`config.mk`:
```
export PLATFORM = sky130hd
export DESIGN_NAME = drop_controller
export DESIGN_NICKNAME = d
export VERILOG_FILES = /design/src/rtl/connect4_pkg.sv /design/src/rtl/drop_controller.sv
export SDC_FILE = /design/constraint.sdc
export NUM_CORES = 1
export LEC_CHECK = 0
export CAP_MARGIN = 20
export CORE_MARGIN = 1
export CORE_UTILIZATION = 35
export DETAILED_ROUTE_END_ITERATION = 8
export SLEW_MARGIN = 30
export SYNTH_ARGS = -nofsm -noshare
export SYNTH_HDL_FRONTEND = slang
export SYNTH_SLANG_ARGS = --single-unit
```
`constraint.sdc`:
```
create_clock -name clk -period 2.57 [get_ports clk]
set_clock_uncertainty 0.15 [all_clocks]
set_input_delay 0.257 -clock clk [delete_from_list [all_inputs] [get_ports clk]]
set_output_delay 0.257 -clock clk [all_outputs]
set_load 0.1 [all_outputs]
```
`src/rtl/connect4_pkg.sv`:
```
// Shared definitions for the 4x4 connect board: geometry, status codes
// reported by the winner detector, controller states and cell indexing.
package connect4_pkg;

  localparam int ROWS = 4;
  localparam int COLS = 4;

  localparam logic [1:0] STILL_PLAYING = 2'b00;
  localparam logic [1:0] P1_WINS       = 2'b01;
  localparam logic [1:0] P2_WINS       = 2'b10;
  localparam logic [1:0] TIE           = 2'b11;

  typedef enum logic [1:0] {
    IDLE   = 2'd0,
    SCAN   = 2'd1,
    SETTLE = 2'd2,
    OVER   = 2'd3
  } ctrl_state_t;

  // Bit position of (row, col) in the board vectors: 4*row + col.
  function automatic logic [3:0] cell_idx(input logic [1:0] row, input logic [1:0] col);
    return {row, col};
  endfunction

endpackage

```
`src/rtl/drop_controller.sv`:
```
// Board writer: accepts a column drop, scans upward one row per cycle for
// the first empty cell, writes it for the player to move, then waits two
// cycles for the winner detector before taking the next move or freezing.
module drop_controller
  import connect4_pkg::*;
(
  input  logic        clk,
  input  logic        reset,
  input  logic        new_game,
  input  logic        move_valid,
  input  logic [1:0]  move_col,
  output logic        move_ready,
  input  logic [1:0]  game_status,
  output logic [15:0] game_board,
  output logic [15:0] player_cells,
  output logic        current_player,
  output logic        move_done,
  output logic        move_error,
  output logic        game_over
);

  ctrl_state_t state;
  logic [1:0]  col;
  logic [1:0]  row;
  logic        settle_cnt;
  logic [3:0]  idx;

  assign idx        = cell_idx(row, col);
  assign move_ready = (state == IDLE);
  assign game_over  = (state == OVER);

  // Control FSM and board datapath; pulses default low every cycle.
  always_ff @(posedge clk) begin
    move_done  <= 1'b0;
    move_error <= 1'b0;
    if (reset || new_game) begin
      state          <= IDLE;
      game_board     <= '0;
      player_cells   <= '0;
      current_player <= 1'b0;
      col            <= '0;
      row            <= '0;
      settle_cnt     <= 1'b0;
    end else begin
      case (state)
        IDLE: begin
          if (move_valid) begin
            col   <= move_col;
            row   <= '0;
            state <= SCAN;
          end
        end
        SCAN: begin
          if (!game_board[idx]) begin
            // Landing cell found: exactly one write per accepted move.
            game_board[idx]   <= 1'b1;
            player_cells[idx] <= current_player;
            current_player    <= ~current_player;
            settle_cnt        <= 1'b0;
            move_done         <= 1'b1;
            state             <= SETTLE;
          end else if (row == 2'(ROWS - 1)) begin
            // Column full: discard without touching board or turn.
            move_error <= 1'b1;
            state      <= IDLE;
          end else begin
            row <= row + 2'd1;
          end
        end
        SETTLE: begin
          // The detector is one register behind the board, so its status
          // is only trusted on the second settle cycle.
          if (!settle_cnt) begin
            settle_cnt <= 1'b1;
          end else begin
            state <= (game_status == STILL_PLAYING) ? IDLE : OVER;
          end
        end
        OVER: state <= OVER;
        default: state <= IDLE;
      endcase
    end
  end

endmodule
```
==> flow_metrics.tcl <==
set metrics [dict create \
    post_cts_resized 0 \
    coreArea_sq_mm 0.00551 \
    worstPathRequired_ns 2.64 \
    fp.dieH_um 77.4 \
    clk_pin_slew_ns 0.08 \
    grt_pass1_wl_um 7470 \
    htreeDepth 2 \
    maxCapViolCount 0 \
    dp.cells 310 \
    finalCritPeriodShare_pct 89.2 \
    power_leakage_nw 0.998 \
    grt_overflow 0 \
    wl_per_cell_um 14.2 \
    clk_latency_ns 0.30 \
    drt_iter0_drc 117 \
    use_met1_pct 20.9 \
    cp-start-kind "flop" \
    powerDensity_mw_per_mm2 499 \
    slowest_delay_ns 0.58 \
    die_w_um 77.4 \
    start_util_pct 36.1 \
    dp_hpwl_um 3100 \
    syn_nets 215 \
    rsz0062_at_grt "false" \
    cts_tree "yes" \
    arrival_ns 2.36 \
    layoutNonFillerInstCount 318 \
    r2r_slack_ns 0.28 \
    syn_inst 203 \
    crit-reg2reg-launch "col[0]$_SDFFE_PP0P_" \
    hold_viol_final 0 \
    ir_drop_uv 243 \
    hold_path_end "player_cells[14]$_SDFFE_PP0P_" \
    syn_to_final_growth_pct 25.4 \
    pin_count 45 \
    setup_violations 0 \
    synth_top_flop_cell "dfxtp_1" \
    critPathSlowestCell "dfxtp_1" \
    cp_top_family "multiplexers" \
    synth.distinct_cells 39 \
    place_congestion 0.767 \
    path_class "reg2reg" \
    fmax_ghz 0.436 \
    drive_gt1_share_pct 31.7 \
    min_period_ns 2.29 \
    cts-buffers-inserted 5 \
    ant_nets 0 \
    die_area_sq_mm 0.00599 \
    slew_headroom_pct 58.2 \
    setup_tns_ns 0 \
    synth_edf_count 0 \
    use_met2_pct 25.1 \
    slew_viol_final 0 \
    cp-end-kind "flop" \
    rr_endpoint "player_cells[15]$_SDFFE_PP0P_" \
    crit_fanout 23 \
    track_usage_pct 15.8 \
    nets 257 \
    post-cts-setup-buffers 0 \
    grt_pass1_vias 1522 \
    postCtsHoldBufs 0 \
    firstDrtPassIters 4 \
    antenna_found_initial 0 \
    grt_start_max_net_pins 35 \
    status "completed" \
    syn_area_sq_mm 0.00199 \
    vias 1592 \
    holdCritPathClass "reg2reg" \
    yosysWarnings 0 \
    cts-root-buf "clkbuf_8" \
    fp-row-count 27 \
    ys_seq_area_share_pct 42.3 \
    grt_most_used_layer "met2" \
    synth.ff_latch_count 42 \
    nFillCells 547 \
    met3_usage_pct 3.65 \
    whs_path_depth 2 \
    r2r_cells 6 \
    numPortBuffers 44 \
    viasPerCell 5.01 \
    antennaDiodeCount 0 \
    drcViolationCount 0 \
    cts.sink_count 42 \
    crit_chain "mux4_2 > nand2_1 > a21oi_2 > buf_4 > nor3_1 > mux2i_1" \
    synth-async-reset-ratio_pct 0 \
    syn_area_per_cell_sq_um 9.80 \
    routed_wl_um 4510 \
    min-delay-start "player_cells[14]$_SDFFE_PP0P_" \
    tightest_slew_ns 0.626 \
    clockBufferDepth 2 \
    crit_buf_inv 1 \
]
logic make-up (layout without fill, tap and decap cells):
| logic type | count (synthesis) | count (layout) | share of synthesized area, % |
|---|---|---|---|
| AOI/OAI and AO/OA | 31 | 31 | 11.8 |
| adders and majority gates | 4 | 4 | 2.52 |
| buffers and inverters | 17 | 60 | 4.53 |
| DFF | 42 | 42 | 42.3 |
| muxes | 25 | 25 | 14.0 |
| and+or+nand+nor | 84 | 84 | 25.0 |
synth_stat cells (2+ instances only):
master | count | area share, %
mux2_2 | 2 | 1.1
dfxtp_1 | 42 | 42
o21a_1 | 17 | 6.4
nor3b_1 | 2 | 0.75
mux4_2 | 2 | 2.3
nor3_2 | 15 | 7.5
ha_1 | 4 | 2.5
o22ai_1 | 2 | 0.63
a21oi_1 | 4 | 1.0
buf_4 | 5 | 1.9
clkbuf_1 | 6 | 1.1
nand2b_1 | 4 | 1.3
nand2_1 | 39 | 7.4
inv_1 | 4 | 0.75
nor2_1 | 6 | 1.1
mux2i_1 | 21 | 11
nor3_1 | 6 | 1.5
how the worst max path moves through the flow:
stage | startpoint | end | slack (ns) | cells past startpoint
after floorplan | state[1]$_SDFFE_PP0P_ | col[0]$_SDFFE_PP0P_ | 0.02 | 5
after global placement | col[0]$_SDFFE_PP0P_ | player_cells[0]$_SDFFE_PP0P_ | 0.36 | 6
after detailed placement | col[0]$_SDFFE_PP0P_ | player_cells[15]$_SDFFE_PP0P_ | 0.30 | 6
after CTS | col[0]$_SDFFE_PP0P_ | player_cells[15]$_SDFFE_PP0P_ | 0.28 | 6
after global routing | col[0]$_SDFFE_PP0P_ | player_cells[15]$_SDFFE_PP0P_ | 0.09 | 6
final | col[0]$_SDFFE_PP0P_ | player_cells[15]$_SDFFE_PP0P_ | 0.28 | 6
report_power, final:
| group | internal (mW) | switching, mW | total (mW) |
|---|---|---|---|
| clock network | 0.271 | 0.227 | 0.498 |
| registers | 0.654 | 0.00609 | 0.660 |
| logic | 0.0319 | 0.0560 | 0.0879 |
cell type report:
type                            instances  area [sq um]  area share, %
Inverter                                4          15.0          0.602
Multi-Input combinational cell        144          1060           42.5
Timing Repair Buffer                   48           378           15.1
Tap cell                               72          90.1           3.61
Clock buffer                            8           110           4.41
Sequential cell                        42           841           33.7
per-stage QoR:
step           worst slack [ns]  utilization (%)  cell area [sq um]  power [mW]  hold slack, ns
4_1_cts                   0.284             45.3               2490        1.26           0.315
2_1_floorplan            0.0223                -               1990       0.738           0.254
5_1_grt                  0.0934             45.3               2490        1.30           0.330
3_3_place_gp              0.362             43.3               2380       0.764           0.299
6_report                  0.279             45.3               2490        1.25           0.313
3_5_place_dp              0.301             43.3               2380       0.763           0.297
layer usage:
| metal | part of all wire (%) | wire (um) | vias up |
|---|---|---|---|
| met5 | 0 | 0 | - |
| met4 | 1.5 | 66 | 0 |
| met3 | 4.1 | 186 | 5 |
| met2 | 47 | 2100 | 41 |
| met1 | 48 | 2150 | 751 |
| li1 | - | - | 795 |
state kept, by name (all words and copies together), names as in the netlist:
signal	count
row	2
col	2
current_player	1
move_done	1
settle_cnt	1
player_cells	16
move_error	1
state	2
game_board	16
layout by cell type, fill, tap and decap left out, types with 2 or more instances in the layout:
| cell | n |
|---|---|
| dfxtp_1 | 42 |
| buf_4 | 41 |
| nand2_1 | 39 |
| mux2i_1 | 21 |
| o21a_1 | 17 |
| nor3_2 | 15 |
| clkbuf_8 | 8 |
| clkdlybuf4s50_1 | 7 |
| nor3_1 | 6 |
| nor2_1 | 5 |
| inv_1 | 4 |
| nand2b_1 | 4 |
| a21oi_1 | 4 |
| ha_1 | 4 |
| nor2_2 | 2 |
| mux4_2 | 2 |
| mux2_2 | 2 |
| o22ai_1 | 2 |
| nor3b_1 | 2 |
tightest hold or removal path, cell delays in order, from the launching register on:
cell and delay (ns):
dfxtp_1 0.31, nand2_1 0.05, mux2i_1 0.05
(Power assumes the default switching activity.)
